[config.mk]
export PLATFORM = sky130hd
export DESIGN_NAME = dmem_arbiter
export DESIGN_NICKNAME = d
export VERILOG_FILES = /design/src/rtl/dmem_arb_pkg.sv /design/src/rtl/dmem_arbiter_arb_rr2.sv /design/src/rtl/dmem_arbiter.sv
export SDC_FILE = /design/constraint.sdc
export NUM_CORES = 1
export LEC_CHECK = 0
export ABC_AREA = 1
export CORE_MARGIN = 3
export CORE_UTILIZATION = 45
export CTS_CLUSTER_DIAMETER = 150
export DETAILED_ROUTE_END_ITERATION = 10
export PLACE_DENSITY = 0.86
export RECOVER_POWER = 50
export SLEW_MARGIN = 40
export SYNTH_ARGS = -nofsm -noshare
export SYNTH_HDL_FRONTEND = slang
export SYNTH_SLANG_ARGS = --single-unit
[constraint.sdc]
create_clock -name clk -period 5.4 [get_ports clk]
set_input_delay 0.81 -clock clk [delete_from_list [all_inputs] [get_ports clk]]
set_output_delay 0.81 -clock clk [all_outputs]
set_load 0.01 [all_outputs]
[src/rtl/dmem_arb_pkg.sv]
// Shared types and constants for the two-master data-memory arbiter.
package dmem_arb_pkg;

    typedef enum logic {
        ST_IDLE  = 1'b0,
        ST_ISSUE = 1'b1
    } state_t;

    localparam logic M_CPU = 1'b0;
    localparam logic M_DBG = 1'b1;

    localparam int DEF_ADDR_W = 16;
    localparam int DEF_DATA_W = 16;

endpackage

[src/rtl/dmem_arbiter_arb_rr2.sv]
// Two-way combinational arbiter: masked requests, round-robin or fixed-priority tie break.
module arb_rr2
    import dmem_arb_pkg::*;
(
    input  logic [1:0] req,
    input  logic [1:0] mask,
    input  logic       last,
    input  logic       fixed_prio,
    output logic       valid,
    output logic       winner
);

    logic [1:0] elig;

    assign elig  = req & ~mask;
    assign valid = |elig;

    always_comb begin
        winner = M_CPU;
        if (elig == 2'b11) begin
            winner = fixed_prio ? M_CPU : ~last;
        end else if (elig[1]) begin
            winner = M_DBG;
        end
    end

endmodule

[src/rtl/dmem_arbiter.sv]
// Shares one single-port data memory between the CPU (master 0) and the loader/debug port
// (master 1); one registered command per cycle, read data returned one edge after issue.
module dmem_arbiter
    import dmem_arb_pkg::*;
#(
    parameter int ADDR_W     = DEF_ADDR_W,
    parameter int DATA_W     = DEF_DATA_W,
    parameter int FIXED_PRIO = 0
) (
    input  logic              clk,
    input  logic              reset,
    input  logic              m0_req,
    input  logic              m0_we,
    input  logic [ADDR_W-1:0] m0_addr,
    input  logic [DATA_W-1:0] m0_wdata,
    output logic              m0_gnt,
    output logic              m0_rvalid,
    output logic [DATA_W-1:0] m0_rdata,
    input  logic              m1_req,
    input  logic              m1_we,
    input  logic [ADDR_W-1:0] m1_addr,
    input  logic [DATA_W-1:0] m1_wdata,
    output logic              m1_gnt,
    output logic              m1_rvalid,
    output logic [DATA_W-1:0] m1_rdata,
    output logic              mem_read,
    output logic              mem_write,
    output logic [ADDR_W-1:0] mem_addr,
    output logic [DATA_W-1:0] mem_wdata,
    input  logic [DATA_W-1:0] mem_rdata,
    output logic              busy
);

    state_t            state_reg;
    logic              last_gnt_reg;
    logic              rd_pend_reg;
    logic              rd_master_reg;
    logic [1:0]        gnt_reg;
    logic              mem_read_reg;
    logic              mem_write_reg;
    logic [ADDR_W-1:0] mem_addr_reg;
    logic [DATA_W-1:0] mem_wdata_reg;

    logic              arb_valid;
    logic              arb_winner;
    logic              sel_we;
    logic [ADDR_W-1:0] sel_addr;
    logic [DATA_W-1:0] sel_wdata;

    // The master granted in the cycle just ending is masked so a requester that is
    // still dropping req after seeing gnt cannot be issued twice.
    arb_rr2 u_arb (
        .req        ({m1_req, m0_req}),
        .mask       (gnt_reg),
        .last       (last_gnt_reg),
        .fixed_prio (FIXED_PRIO != 0),
        .valid      (arb_valid),
        .winner     (arb_winner)
    );

    assign sel_we    = (arb_winner == M_DBG) ? m1_we    : m0_we;
    assign sel_addr  = (arb_winner == M_DBG) ? m1_addr  : m0_addr;
    assign sel_wdata = (arb_winner == M_DBG) ? m1_wdata : m0_wdata;

    always_ff @(posedge clk or posedge reset) begin
        if (reset) begin
            state_reg     <= ST_IDLE;
            last_gnt_reg  <= M_DBG;
            rd_pend_reg   <= 1'b0;
            rd_master_reg <= M_CPU;
            gnt_reg       <= 2'b00;
            mem_read_reg  <= 1'b0;
            mem_write_reg <= 1'b0;
            mem_addr_reg  <= '0;
            mem_wdata_reg <= '0;
        end else if (arb_valid) begin
            state_reg     <= ST_ISSUE;
            last_gnt_reg  <= arb_winner;
            rd_pend_reg   <= ~sel_we;
            rd_master_reg <= arb_winner;
            gnt_reg       <= (arb_winner == M_DBG) ? 2'b10 : 2'b01;
            mem_read_reg  <= ~sel_we;
            mem_write_reg <= sel_we;
            mem_addr_reg  <= sel_addr;
            mem_wdata_reg <= sel_wdata;
        end else begin
            state_reg     <= ST_IDLE;
            rd_pend_reg   <= 1'b0;
            gnt_reg       <= 2'b00;
            mem_read_reg  <= 1'b0;
            mem_write_reg <= 1'b0;
        end
    end

    // Per-master read return: capture memory data at the edge that ends a read issue.
    for (genvar gi = 0; gi < 2; gi++) begin : g_ret
        localparam logic ID = 1'(gi);
        logic              rvalid_reg;
        logic [DATA_W-1:0] rdata_reg;

        always_ff @(posedge clk or posedge reset) begin
            if (reset) begin
                rvalid_reg <= 1'b0;
                rdata_reg  <= '0;
            end else begin
                rvalid_reg <= rd_pend_reg && (rd_master_reg == ID);
                if (rd_pend_reg && (rd_master_reg == ID)) begin
                    rdata_reg <= mem_rdata;
                end
            end
        end
    end

    assign m0_gnt    = gnt_reg[0];
    assign m1_gnt    = gnt_reg[1];
    assign m0_rvalid = g_ret[0].rvalid_reg;
    assign m0_rdata  = g_ret[0].rdata_reg;
    assign m1_rvalid = g_ret[1].rvalid_reg;
    assign m1_rdata  = g_ret[1].rdata_reg;
    assign mem_read  = mem_read_reg;
    assign mem_write = mem_write_reg;
    assign mem_addr  = mem_addr_reg;
    assign mem_wdata = mem_wdata_reg;
    assign busy      = (state_reg == ST_ISSUE);

endmodule

# After elaboration in Yosys (flattened, before gate mapping)

Index checks and enable logic that the tools add are counted.

Flip-flop bits (word level): 73
Bits of input ports: 86
Output and inout port bits: 71
Logic and storage cells: 31

Eq/ne operators: 1
Muxes and demuxes: 10
Bitwise gates (word level): 5
Reduce and logical (&&, ||, !) cells: 3

Operators by type and width:

| cell                                       | number |
|---|---|
| 16-bit 2-to-1 mux                          | 2 |
| 1-bit 2-to-1 mux                           | 6 |
| 2-bit 2-to-1 mux                           | 2 |
| 1-bit NOT                                  | 3 |
| 2-bit AND                                  | 1 |
| 2-bit equality test, second input constant | 1 |
| 1-bit logical AND                          | 2 |
| 2-bit NOT                                  | 1 |
| 2-bit OR reduction                         | 1 |

# Logic depth before layout (Yosys ltp)

Word-level depth: 7
Mapped depth: 7
Mapped depth without buffers: 6

# Modules after synthesis

A second synthesis with hierarchy kept.

Cell total of the unflattened synthesis: 352
Area, all modules: 3,057.9 sq um

By module, submodules not included:

| module       | times used | cells each | area an instance (sq um) | sequential area each (sq um) |
|---|---|---|---|---|
| dmem_arbiter | 1          | 344        | 3,025.4                  | 1,828.0 |
| arb_rr2      | 1          | 8          | 32.5                     | 0.0 |

# Least setup slack after synthesis

OpenSTA, ideal clock, no wires.

Path kind: input -> register
Start: input m1_req
End: register mem_wdata_reg[8], in the netlist mem_wdata[8]
Setup time: 0.115 ns
Arrival: 1.353 ns
Data required time: 5.285 ns
Slack: 3.932 ns
Stages: 6
Buffers on the path: 1
Cells stage by stage: inv_2 > nor2_8 > nand2_4 > buf_6 > nand3_2 > nand2_2

Longest elaborated chain between the ends: 4
Elaborated cells between the ends (all ways): 6
Classes of those cells: 1 x eq/ne; 3 x mux; 1 x bitwise; 1 x reduce/logical

Ends and longest elaborated chain:

| item                                                    | RTL line                                               | text |
|---|---|---|
| start: declaration                                      | dmem_arbiter.sv:19                                     | `input logic m1_req,` |
| 2-bit AND (*)                                           | dmem_arbiter_arb_rr2.sv:15                             | `assign elig = req & ~mask;` |
| 2-bit equality test or 1-bit 2-to-1 mux (tied branches) | dmem_arbiter_arb_rr2.sv:20, dmem_arbiter_arb_rr2.sv:22 |  |
| 1-bit 2-to-1 mux                                        | dmem_arbiter_arb_rr2.sv:20                             | `if (elig == 2'b11) begin` |
| 16-bit 2-to-1 mux                                       | dmem_arbiter.sv:63                                     | `assign sel_wdata = (arb_winner == M_DBG) ? m1_wdata : m0_wdata;` |
| end signal: assignment                                  | dmem_arbiter.sv:85                                     | `mem_wdata_reg <= sel_wdata;` |
| end: declaration                                        | dmem_arbiter.sv:42                                     | `logic [DATA_W-1:0] mem_wdata_reg;` |

Mark *: on every way between the ends. The rest lies on a longest branch, timed or not.
A chain may end at the register's enable or synchronous reset.

# Worst setup path after layout

Start: input m0_req
End: register mem_wdata_reg[9], in the netlist mem_wdata[9]

Longest elaborated chain between the ends: 4
Elaborated cells between the ends (all ways): 5
Classes of those cells: 1 x eq/ne; 2 x mux; 1 x bitwise; 1 x reduce/logical

Ends and longest elaborated chain:

| item                | RTL line                   | text |
|---|---|---|
| start: declaration  | dmem_arbiter.sv:12         | `input logic m0_req,` |
| 2-bit AND (*)       | dmem_arbiter_arb_rr2.sv:15 |  |
| 2-bit equality test | dmem_arbiter_arb_rr2.sv:20 |  |
| 1-bit 2-to-1 mux    | dmem_arbiter_arb_rr2.sv:20 |  |
| 16-bit 2-to-1 mux   | dmem_arbiter.sv:63         |  |

Marks and branches as above.

==> results.json <==
{
  "worstPathArrival_ps": 2530,
  "gr-usage-all-layers_pct": 22.02,
  "cp_slowest_cell": "nand2_2",
  "synth.avg_cell_area_um2": 8.758,
  "netlist_area_um2": 3503,
  "ys.flop_type": "dfrtp_1",
  "p_leak_nw": 2.507,
  "overflow": 0,
  "multi_input_area_um2": 1201,
  "ys_top_cells_by_count": "96 x nand2_1, 88 x nand3_1, 72 x dfrtp_1, 58 x inv_1, 33 x o21ai_0",
  "clk_pin_slew_ps": 70,
  "vias_per_cell": 4.923,
  "max_cap_violations": 0,
  "worst_slack_ps": 3091,
  "path_buf_inv": 1,
  "clockBufferDepth": 2,
  "period_share_pct": 42.75,
  "p_switching_w": 0.0007697,
  "htreeDepth": 3,
  "die_area_um2": 8880,
  "tns_ps": 0,
  "cellPowerDensity_nw_per_um2": 428.0,
  "core_area_um2": 7408,
  "clk_latency_ps": 340,
  "area_growth_syn_to_layout_pct": 45.89,
  "clock_sinks": 73,
  "ys_seq_area_share_pct": 52.18,
  "syn_nets": 486,
  "slowest_delay_ps": 510,
  "routedWlPerCell_um": 14.80,
  "yosysMostFrequentCell": "nand2_1",
  "portBuffers": 156,
  "yosysWarnings": 0,
  "p_int_w": 0.001418,
  "worstSetupEndpointType": "register",
  "clkPwrFrac_pct": 16.6,
  "report.final.slew_viol_count": 0,
  "place_congestion": 0.8392,
  "p_comb_share_pct": 43.6,
  "relSlewSlack_pct": 37.98,
  "synth.distinct_cells": 18,
  "rsz0062_at_grt": "no",
  "post_cts.repair.setup_buffers": 0,
  "setup_viol": 0,
  "seq_power_share_pct": 39.8,
  "start_util_pct": 47.29,
  "pre_cts_slack_ps": 2742,
  "synth_area_leaders": "dfrtp_1 51%, nand3_1 13%, nand2_1 10%",
  "rows": 31,
  "hp-class": "register to register",
  "worst_clock_skew_ps": 12.12,
  "swShare_pct": 35.18,
  "ir_worst_vdd_mv": 0.2899,
  "fmax_ghz": 0.4331,
  "worstSetupPathType": "input pin to register",
  "synth_top_area_share_pct": 51.43,
  "cts-root-buf": "clkbuf_8",
  "antenna_cells": 0,
  "ios": 157,
  "hpwl_um": 6616,
  "crit_fanout": 35,
  "synth_top_area_cell": "dfrtp_1",
  "finalWorstPathRequiredPeriod_ps": 2309,
  "grt_pass1_wl_um": 15220,
  "cts_tree": "done",
  "postRouteAntennaNets": 0,
  "antenna_found_initial": 0,
  "drive_above_1_share_pct": 7.664,
  "die-height_um": 94.24,
  "fillCellCount": 588,
  "grt_max_degree": 68,
  "critPathTopFamily": "simple AND/OR/NAND/NOR gates",
  "cts_resized": 0,
  "postCtsHoldBufs": 0,
  "register_area_um2": 1828,
  "critPathLaunchType": "input pin",
  "place_inst": 632,
  "cts_buffers": 9,
  "timing.final.hold_violations": 0,
  "drtIter0Drc": 144,
  "cp.required_ps": 5620,
  "crit_path_cell_trace": "clkdlybuf4s50_1, nand2_2, nand2_4, nand3_1, nand2_1",
  "grt_pass1_vias": 3067,
  "ys_ff_latch": 73,
  "wirelength_um": 9577,
  "drc_errors": 0,
  "ys_async_sr_fraction_pct": 100.0,
  "synth_edf_count": 0,
  "stdcell_area_um2": 5111,
  "tightest_slew_ps": 928.1,
  "fin_cells": 647,
  "drt_first_pass_iters": 5,
  "placed_cell_area_um2": 4952,
  "run_status": "finished, final reports clean",
  "nets": 630,
  "die_w_um": 94.24,
  "synth_cells": 400,
  "via_count": 3185
}
==> layout make-up <==
| cell class | instances | share of cell area (%) |
|---|---|---|
| Tap cell | 99 | 2.424 |
| Multi-Input combinational cell | 243 | 23.50 |
| Clock inverter | 6 | 0.7099 |
| Timing Repair Buffer | 157 | 30.77 |
| Inverter | 60 | 4.406 |
| Sequential cell | 73 | 35.76 |
| Clock buffer | 9 | 2.424 |
==> power by group through the flow <==
stage	logic [W]	clock network [W]	registers [W]
floorplan	0.000358	0	0.000958
CTS	0.000965	0.000372	0.000870
finish	0.000955	0.000363	0.000870
global placement	0.000933	0	0.000868
detailed placement	0.000960	0	0.000873
global route	0.00105	0.000393	0.000896
==> cells in the final DEF, fill, tap and decap left out <==
cell type          n
buf_6              1
nand2_2            7
nand3_2           10
nand3_1           88
inv_1             58
clkdlybuf4s50_1  155
nor2_1             3
clkbuf_8           9
dlygate4sd3_1      1
inv_2              2
clkinvlp_4         1
dfstp_2            1
clkinv_4           1
nor2_8             1
nand2_4            3
nand3_4            1
nand2_1           96
o21ai_2            1
o21ai_0           33
dfrtp_1           72
clkinv_2           4
==> stage by stage <==
stage | utilization, % | total power (W) | hold WS, ps
floorplan | - | 0.001316 | 517.1
global placement | 66.78 | 0.001801 | 466.1
detailed placement | 66.85 | 0.001833 | 472.4
CTS | 69.01 | 0.002207 | 491.3
global route | 68.99 | 0.002337 | 515.7
finish | 68.99 | 0.002188 | 488.1
==> logic make-up after synthesis <==
logic type	count (synthesis)	share of synthesized area [%]
AO/OA/AOI/OAI	34	4.964
buffers and inverters	84	13.54
flip-flops	73	52.18
AND/OR/NAND/NOR	209	29.32
==> final timing paths <==
path	slack [ps]	start	cells after the start	end
max	3090	m0_req	5	mem_wdata[9]
min	490	m1_rdata[7]	2	m1_rdata[7]
max reg2reg	3570	gnt_reg[0]	5	mem_write
min reg2reg	490	m1_rdata[7]	2	m1_rdata[7]
max in group asynchronous	3680	reset	3	m0_rdata[12]
min in group asynchronous	830	reset	2	m0_rdata[4]
==> worst register-to-register path, delay by kind of cell, from the launching register on <==
family | cells | cell delay [ps]
buf+inv | 2 | 290
flops | 1 | 400
simple gates | 3 | 1070
==> layer usage <==
| layer | GRT usage [%] | vias up | wire [µm] |
|---|---|---|---|
| met3 | 7.933 | 14 | 1228 |
| met1 | 28.02 | 1458 | 3871 |
| met4 | 6.980 | 0 | 151 |
| met5 | 0 | - | 0 |
| met2 | 34.99 | 173 | 4325 |
| li1 | - | 1540 | - |
No activity file was read; power rests on OpenSTA's default activity.
